**src/rtl/hamming74_serial_rx.sv**
```systemverilog
// Serial Hamming(7,4) receiver: deserializes UART-style frames from a single pin
// and performs single-error correction on each 7-bit codeword.
//
// Ports:
//   io_in[0]  clk        rising-edge clock
//   io_in[1]  rst_n      asynchronous active-low reset
//   io_in[2]  rx         serial line, idles high, asynchronous to clk
//   io_in[7:3]           ignored
//   io_out[3:0] data     last correctly framed, decoded nibble
//   io_out[4]   valid    one-cycle strobe when data/corrected update
//   io_out[5]   corrected last good frame needed a single-bit fix
//   io_out[6]   frame_err last frame's stop bit sampled low
//   io_out[7]   busy     a frame is being received
module hamming74_serial_rx #(
    parameter int unsigned CLKS_PER_BIT = 4
) (
    input  logic [7:0] io_in,
    output logic [7:0] io_out
);

    localparam int unsigned CNT_W = $clog2(CLKS_PER_BIT);
    localparam int unsigned HALF  = CLKS_PER_BIT / 2;
    localparam logic [CNT_W-1:0] CNT_HALF_LAST = CNT_W'(HALF - 1);
    localparam logic [CNT_W-1:0] CNT_BIT_LAST  = CNT_W'(CLKS_PER_BIT - 1);

    typedef enum logic [2:0] {
        S_IDLE  = 3'd0,
        S_START = 3'd1,
        S_DATA  = 3'd2,
        S_STOP  = 3'd3,
        S_BREAK = 3'd4
    } state_e;

    logic clk;
    logic rst_n;
    logic rx;
    logic unused_io;

    assign clk       = io_in[0];
    assign rst_n     = io_in[1];
    assign rx        = io_in[2];
    assign unused_io = ^io_in[7:3];

    logic             sync1_q;
    logic             rx_s_q;
    state_e           state_q, state_d;
    logic [CNT_W-1:0] cnt_q, cnt_d;
    logic [2:0]       bit_cnt_q, bit_cnt_d;
    logic [6:0]       shift_q, shift_d;
    logic [3:0]       data_q, data_d;
    logic             valid_q, valid_d;
    logic             corrected_q, corrected_d;
    logic             frame_err_q, frame_err_d;
    logic             busy_q, busy_d;

    logic             half_done_c;
    logic             bit_done_c;
    logic [2:0]       syndrome_c;
    logic [6:0]       flip_c;
    logic [6:0]       fixed_c;
    logic [3:0]       nibble_c;

    // Two-flop synchronizer; resets to the idle-high line level.
    always_ff @(posedge clk or negedge rst_n) begin
        if (!rst_n) begin
            sync1_q <= 1'b1;
            rx_s_q  <= 1'b1;
        end else begin
            sync1_q <= rx;
            rx_s_q  <= sync1_q;
        end
    end

    // State register.
    always_ff @(posedge clk or negedge rst_n) begin
        if (!rst_n) begin
            state_q <= S_IDLE;
        end else begin
            state_q <= state_d;
        end
    end

    // Bit timing counter, bit index and code shift register.
    always_ff @(posedge clk or negedge rst_n) begin
        if (!rst_n) begin
            cnt_q     <= '0;
            bit_cnt_q <= '0;
            shift_q   <= '0;
        end else begin
            cnt_q     <= cnt_d;
            bit_cnt_q <= bit_cnt_d;
            shift_q   <= shift_d;
        end
    end

    // Registered outputs.
    always_ff @(posedge clk or negedge rst_n) begin
        if (!rst_n) begin
            data_q      <= '0;
            valid_q     <= 1'b0;
            corrected_q <= 1'b0;
            frame_err_q <= 1'b0;
            busy_q      <= 1'b0;
        end else begin
            data_q      <= data_d;
            valid_q     <= valid_d;
            corrected_q <= corrected_d;
            frame_err_q <= frame_err_d;
            busy_q      <= busy_d;
        end
    end

    assign half_done_c = (cnt_q == CNT_HALF_LAST);
    assign bit_done_c  = (cnt_q == CNT_BIT_LAST);

    // Syndrome decode of the fully shifted codeword; shift_q[i] is position i+1.
    always_comb begin
        syndrome_c = {shift_q[3] ^ shift_q[4] ^ shift_q[5] ^ shift_q[6],
                      shift_q[1] ^ shift_q[2] ^ shift_q[5] ^ shift_q[6],
                      shift_q[0] ^ shift_q[2] ^ shift_q[4] ^ shift_q[6]};
        flip_c = '0;
        if (syndrome_c != 3'd0) begin
            flip_c = 7'(1) << (syndrome_c - 3'd1);
        end
        fixed_c  = shift_q ^ flip_c;
        nibble_c = {fixed_c[6], fixed_c[5], fixed_c[4], fixed_c[2]};
    end

    // Next-state and datapath update.
    always_comb begin
        state_d   = state_q;
        cnt_d     = cnt_q;
        bit_cnt_d = bit_cnt_q;
        shift_d   = shift_q;
        unique case (state_q)
            S_IDLE: begin
                if (!rx_s_q) begin
                    state_d = S_START;
                    cnt_d   = '0;
                end
            end
            S_START: begin
                if (half_done_c) begin
                    cnt_d     = '0;
                    bit_cnt_d = '0;
                    state_d   = rx_s_q ? S_IDLE : S_DATA;
                end else begin
                    cnt_d = cnt_q + CNT_W'(1);
                end
            end
            S_DATA: begin
                if (bit_done_c) begin
                    cnt_d   = '0;
                    // LSB first: after seven shifts shift_q[0] holds c[0].
                    shift_d = {rx_s_q, shift_q[6:1]};
                    if (bit_cnt_q == 3'd6) begin
                        bit_cnt_d = '0;
                        state_d   = S_STOP;
                    end else begin
                        bit_cnt_d = bit_cnt_q + 3'd1;
                    end
                end else begin
                    cnt_d = cnt_q + CNT_W'(1);
                end
            end
            S_STOP: begin
                if (bit_done_c) begin
                    cnt_d   = '0;
                    state_d = rx_s_q ? S_IDLE : S_BREAK;
                end else begin
                    cnt_d = cnt_q + CNT_W'(1);
                end
            end
            S_BREAK: begin
                // Hold off until the line returns high so a stuck-low line cannot retrigger.
                if (rx_s_q) begin
                    state_d = S_IDLE;
                end
            end
            default: begin
                state_d = S_IDLE;
            end
        endcase
    end

    // Output next values; results only move at the stop-bit sample.
    always_comb begin
        data_d      = data_q;
        corrected_d = corrected_q;
        frame_err_d = frame_err_q;
        valid_d     = 1'b0;
        busy_d      = (state_d != S_IDLE);
        if ((state_q == S_STOP) && bit_done_c) begin
            if (rx_s_q) begin
                data_d      = nibble_c;
                corrected_d = (syndrome_c != 3'd0);
                frame_err_d = 1'b0;
                valid_d     = 1'b1;
            end else begin
                frame_err_d = 1'b1;
            end
        end
    end

    assign io_out = {busy_q, frame_err_q, corrected_q, valid_q, data_q};

endmodule

```
**config.mk**
```make
export PLATFORM = sky130hd
export DESIGN_NAME = hamming74_serial_rx
export DESIGN_NICKNAME = d
export VERILOG_FILES = /design/src/rtl/hamming74_serial_rx.sv
export SDC_FILE = /design/constraint.sdc
export NUM_CORES = 1
export LEC_CHECK = 0
export CAP_MARGIN = 20
export CORE_UTILIZATION = 58
export DETAILED_ROUTE_END_ITERATION = 10
export GPL_TIMING_DRIVEN = 0
export HOLD_SLACK_MARGIN = 0.06
export PLACE_DENSITY = 0.83
export SLEW_MARGIN = 5
export SYNTH_ARGS = -nofsm -noshare
export SYNTH_HDL_FRONTEND = slang
export SYNTH_SLANG_ARGS = --single-unit
```
**constraint.sdc**
```tcl
create_clock -name io_in -period 4.5 [get_ports io_in]
set_input_delay 0.45 -clock io_in [delete_from_list [all_inputs] [get_ports io_in]]
set_output_delay 0.45 -clock io_in [all_outputs]
set_load 0.01 [all_outputs]
```
# After elaboration in Yosys (flattened, before gate mapping)
# Index checks and enable logic that the tools add are counted.
# op_classes
mux	21
eq_ne	10
reduce_logical	11
add_sub_neg	3
shifts	1
bitwise_logic	10
# ops
cell	count
$mux W3	10
$pmux W3 S5	1
$reduce_bool A3 Y1	3
$xor A1 B1 Y1	9
$mux W2	4
$mux W7	1
$shl A1 B3 Y7 const A	1
$xor A7 B7 Y7	1
$eq A3 B2 Y1 const B	2
$eq A3 B3 Y1 const B	2
$ne A2 B2 Y1 const B	3
$pmux W2 S3	1
$pmux W3 S2	1
$reduce_and A2 Y1	3
$add A3 B1 Y3 const B	1
$eq A3 B1 Y1 const B	1
$logic_not A3 Y1	1
$mux W1	3
$reduce_and A3 Y1	1
$sub A3 B1 Y3 const B	1
$add A2 B1 Y2 const B	1
$eq A2 B1 Y1 const B	1
$eq A2 B2 Y1 const B	1
$reduce_bool A2 Y1	1
other kinds (2)	2
# word_totals
output_inout_bits	8
in_bits	8
ff_bits	25
elab_cells	67

# Depth between registers and ports, before layout
# logic_depth
ltp_word	7
mapped_depth	8
depth_no_buf	8

# Least setup slack after synthesis
# Ideal clock, no wire load.
# synth_timing
path_type	register -> register
start	register shift_q[6]
end	register data_q[1]
setup_ns	0.121
setup_slack_ns	2.588
n_path_buf	0
path_stages_with_launch	8
arrival_time_ns	1.791
synth_period_minus_slack_ns	1.912
required_ns	4.379
cell_sequence	dfrtp_1 xnor2_1 xnor2_1 nor2_1 ha_1 nor4b_2 xnor2_1 o21ai_1
# synth_via
elab_chain_cells	5
elab_cells_between_ends	8
classes_between	add/sub (1); shift (1); mux (1); bitwise (4); reduce/logical (1)
# synth_lines
element	line_no	rtl
start: declaration	49	logic [6:0] shift_q, shift_d;
start signal: assignment	92	shift_q <= shift_d;
$xor A1 B1 Y1, on equally long branches	120, 118, 119	
$sub A3 B1 Y3	123	flip_c = 7'(1) << (syndrome_c - 3'd1);
$shl A1 B3 Y7	123	
$mux W7 (*)	122	if (syndrome_c != 3'd0) begin
$xor A7 B7 Y7 (*)	125	fixed_c = shift_q ^ flip_c;
end signal: assignment	105	data_q <= data_d;
end: declaration	50	logic [3:0] data_q, data_d;
# Every way passes the cells marked *; elsewhere a longest branch is shown, timed or not.
# A chain may end at the register's enable or synchronous reset.

# Worst setup path after layout
# Ends and elaborated chain as after synthesis.

==> reports/metrics.yaml <==
status: "finished with violations"
violations: "hold timing"
io_buffers: 8
area_growth_pct: 13.2
grt_overflow: 0
cpMaxStageDelayCell: "dfrtp_1"
drt_iter0_markers: 3
crit_path_max_incr_delay_ns: 0.49
reg2reg_slack_ns: 2.36
io-pin-count: 16
fmax_mhz: 467
route.detailed.drc: 0
drive_gt1_share_pct: 22.0
final_cells: 168
syn_inst: 125
critPathCapture: "data_q[1]$_DFFE_PN0P_"
fin_crit_sh_pct: 47.6
p_leak_nw: 0.637
grt_pass1_wl_um: 4290
die_w_um: 49.5
path_buf_inv: 0
drtPass1Iterations: 4
path_class: "reg2reg"
routed_via_density: 5.58
fin_nets: 153
cts_resized: 0
maxCapViolations: 0
wl_per_cell_um: 13.8
ys_seq_area_share_pct: 48.1
cts_tree: "yes"
worstPathMaxFanout: 5
timing.rr.start: "shift_q[6]$_DFFE_PN0P_"
vdd_drop_max_mv: 0.269
antenna_found_initial: 0
cp_cell_sequence: "xnor2_1 -> xnor2_1 -> nor2_1 -> ha_1 -> nor4b_2 -> xnor2_1 -> o21ai_1"
synth_cell_types: 31
grt_max_degree: 15
end_kind: "flop"
final.setup_skew_ns: 0.00765
postCtsSetupBuffers: 0
fin_util_pct: 72.4
fill_cells: 157
fin_hold_ws_ns: -0.350
dp.cells: 160
r2r_cells: 7
gp_congestion: 0.794
maxSlewHeadroom_pct: 77.5
synth_fp_nets: 137
crit_path_start_kind: "flop"
ant_nets: 0
post-route-cell-area_um2: 1480
yosys_warnings: 0
grt_pass1_vias: 1048
path_depth: 7
antenna_cells: 0
cp_common_cell: "xnor2_1"
hp-class: "clk2async"
row_count: 16
fin_setup_tns_ns: 0
clkTransAtPathRegs_ns: 0.14
coreArea_um2: 2040
cts_hold_buf: 0
vias: 938
setup_viol: 0
grt_usage_pct: 25.1
dp_hpwl_um: 1610
cp.required_ns: 4.73
worstSkewPairLatency_ns: 0.33
slew_viol_final: 0
period_needed_ns: 2.14
die-area_um2: 2450
rsz0062_at_grt: "false"
syn_area_per_cell_um2: 10.5
cp-startpoint: "shift_q[6]$_DFFE_PN0P_"
r2r-end: "data_q[1]$_DFFE_PN0P_"
synth_area_um2: 1310
tightest_slew_ns: 0.338
crit_arrival_ns: 2.37
cp_top_family: "XOR/XNOR gates"
wl_um: 2310
pwr_density_cell_nw_per_um2: 312
place_area_um2: 1420
hold_viol: 26
initial_core_util_pct: 64.0
synth_seq_cells: 25
die-height_um: 49.5
[routing by layer]
layer  part of all wire (%)  global-route usage [%]
met1                     43                    26.5
met5                      0                       0
met2                     48                    37.0
met3                    4.8                    9.57
met4                    4.6                    26.2
[layout make-up]
class | instances | area, um^2 | area share (%)
flip-flops and latches | 25 | 628 | 42.5
multi-input cells | 86 | 603 | 40.8
repair buffers | 8 | 80.1 | 5.41
plain buffers | 9 | 56.3 | 3.81
clock buffers | 6 | 45.0 | 3.05
well taps | 27 | 33.8 | 2.28
inverters | 5 | 18.8 | 1.27
clock inverters | 2 | 13.8 | 0.931
[cell families (layout without fill, tap and decap cells)]
group                      Yosys count  in the layout  synth area share, %
AOI/OAI and AO/OA                   23             23                 10.4
xor gates and xnor gates            13             13                 9.29
adders and majority gates            4              4                 3.83
buffers and inverters               14             30                 5.75
DFF                                 25             25                 48.1
muxes                                8              8                 6.90
and+or+nand+nor                     38             38                 15.7
[worst min-delay path by stage]
| stage | end | slack, ns | cells past startpoint |
|---|---|---|---|
| 6_report | shift_q[6]$_DFFE_PN0P_ | -0.35 | 2 |
| 5_1_grt | state_q[2]$_DFF_PN0_ | -0.36 | 2 |
| 4_1_cts | data_q[2]$_DFFE_PN0P_ | -0.35 | 2 |
| 3_5_place_dp | bit_cnt_q[0]$_DFFE_PN0P_ | -0.30 | 0 |
| 3_3_place_gp | bit_cnt_q[0]$_DFFE_PN0P_ | -0.30 | 0 |
| 2_1_floorplan | bit_cnt_q[0]$_DFFE_PN0P_ | -0.30 | 0 |
[placed cells by master (no fill, tap or decap), drive strengths merged]
cell / n
dfrtp: 23
nand2: 15
o21ai: 13
xnor2: 11
mux2: 8
clkdlybuf4s50: 8
buf: 8
nor2: 7
clkbuf: 7
inv: 5
a21oi: 5
ha: 4
nor2b: 3
nand3b: 2
or3: 2
nand3: 2
nor4b: 2
dfstp: 2
xor2: 2
clkinv: 2
nand4b: 1
or3b: 1
o22a: 1
o2bb2ai: 1
nor3b: 1
o31ai: 1
a31o: 1
nor3: 1
a211oi: 1
nand2b: 1
[registers in the layout (all words and copies together), names as in the netlist]
name         count
shift_q          7
data_q           4
sync1_q          1
frame_err_q      1
rx_s_q           1
corrected_q      1
cnt_q            2
valid_q          1
bit_cnt_q        3
busy_q           1
state_q          3
[stage by stage]
step | total power [mW] | setup WS (ns)
after detailed placement | 0.230 | 2.18
after global placement | 0.230 | 2.18
final | 0.461 | 2.36
after floorplan | 0.230 | 2.18
after CTS | 0.478 | 2.36
after global routing | 0.495 | 2.09
[Yosys cell counts (all sizes together)]
cell type | count | area [um^2]
dfrtp | 23 | 576
nand2 | 15 | 56.3
o21ai | 13 | 65.1
xnor2 | 11 | 96.3
buf | 8 | 52.6
mux2 | 8 | 90.1
nor2 | 7 | 26.3
a21oi | 5 | 25.0
inv | 5 | 18.8
ha | 4 | 50.1
nor2b | 3 | 18.8
dfstp | 2 | 52.6
nand3 | 2 | 10.0
nand3b | 2 | 15.0
nor4b | 2 | 30.0
or3 | 2 | 12.5
xor2 | 2 | 25.0
a211oi | 1 | 12.5
a31o | 1 | 8.76
clkbuf | 1 | 3.75
nand2b | 1 | 6.26
nand4b | 1 | 8.76
nor3 | 1 | 5.00
nor3b | 1 | 7.51
o22a | 1 | 8.76
o2bb2ai | 1 | 8.76
o31ai | 1 | 7.51
or3b | 1 | 8.76
[report_power, final]
part           switching (mW)   total [mW]  internal (mW)
Combinational               0  0.000000259              0
Clock                   0.167        0.236         0.0688
Sequential                  0        0.225          0.225
(Power assumes the default switching activity.)
==> RTL edit, RTL diff (same settings) <==
The parameter `CLKS_PER_BIT` goes from 4 to 2.
--- a/src/rtl/hamming74_serial_rx.sv
+++ b/src/rtl/hamming74_serial_rx.sv
@@ -14,3 +14,3 @@
 module hamming74_serial_rx #(
-    parameter int unsigned CLKS_PER_BIT = 4
+    parameter int unsigned CLKS_PER_BIT = 2
 ) (
Formal check against the unedited RTL: not equivalent (a bounded check fails within 4 cycles, from zero or initial values).
==> RTL edit against the original RTL <==
  * The run still ends with hold timing left
  * Clock power grew 20%
  * Largest cell class unchanged
  * Synthesized area down 9.0%
  * Worst hold slack improved by 7.6 ps
  * Sequential share of layout area up 1.0 points
  * Sequential power is 4% lower
  * Count of clock-buffer cells in the layout did not move
  * Cell area down 6.3%
  * Power grew 8.5%
  * Sequential cell count fell by 1
  * Highest routed layer unchanged
  * Critical path type is now clock port to flop
  * Wire length is 14% lower
  * Setup slack improved by 160 ps
  * Critical endpoint is now sync1_q
==> RTL edit: results <==
[status]
status = finished with violations
violations = hold timing

[power]
seqPwrFrac_pct = 43.2
max-vdd-ir-drop_v = 0.000276
p_sw_uw = 158
p_leak_uw = 0.000586

[grt]
grt_pass1_wl_um = 3080
met1_usage_pct = 22.0
grt_pass1_vias = 805
grtUsageTotal_pct = 20.7

[synthesis]
yosysSeqAreaShare_pct = 50.7
synth-xor-area-share_pct = 10.9
synth_area_leaders = dfrtp_1 (46%), mux2_2 (6.6%), xnor2_1 (5.2%)
synth_mux_area_share_pct = 9.16
synth_area_per_cell_um2 = 10.7
ys_types = 30
synth_top_cells_by_count = dfrtp_1 (22), nand2_1 (15), mux2_2 (7), o21ai_0 (7), xnor2_1 (7)
mappedNetlistNets = 119
synthAdderAreaFrac_pct = 0

[critical_path]
cp.arrival_ps = 2250
r2r_slack_ps = 2720
r2r_end = shift_q[4]
r2r-start = state_q[1]
worstRegToRegCells = 4

[routing]
totalWireLength_um = 2000
dr.first_iter.drc_count = 18
wl_met3_um = 68
num_vias = 831
wl_per_cell_um = 13.0

[sta]
skew_ps = 9.22
worst_pin_slew_ps = 712
hold_violations = 25
hold_slack_ps = -342

[layout]
layout-drive-gt1-share_pct = 23.6
fill_cells = 150

[placement]
dp_cells = 146
gp_congestion = 0.798
==> RTL edit: through the flow <==
step,cell area (um^2),setup slack (ps)
2_1_floorplan,1190,2180
3_3_place_gp,1300,2180
3_5_place_dp,1300,2180
4_1_cts,1390,2530
5_1_grt,1390,2550
6_report,1390,2520
==> RTL edit: how the worst min path moves through the flow <==
stage                     startpoint            to  slack (ps)  cells past startpoint
after floorplan             io_in[1]  bit_cnt_q[0]        -300                      0
after global placement      io_in[1]  bit_cnt_q[0]        -300                      0
after detailed placement    io_in[1]  bit_cnt_q[0]        -300                      0
after CTS                   io_in[1]     data_q[0]        -350                      2
after global routing        io_in[1]     data_q[2]        -350                      2
final                       io_in[1]    shift_q[6]        -340                      2
==> RTL edit: area by class of cell <==
type	count	area, um^2	area share, %
tap	27	33.8	2.44
clock inverter	2	38.8	2.80
timing repair buffer	8	80.1	5.78
inverter	2	7.51	0.542
sequential	24	603	43.5
buffer	10	57.6	4.15
clock buffer	6	45.0	3.25
multi-input combinational	75	520	37.5
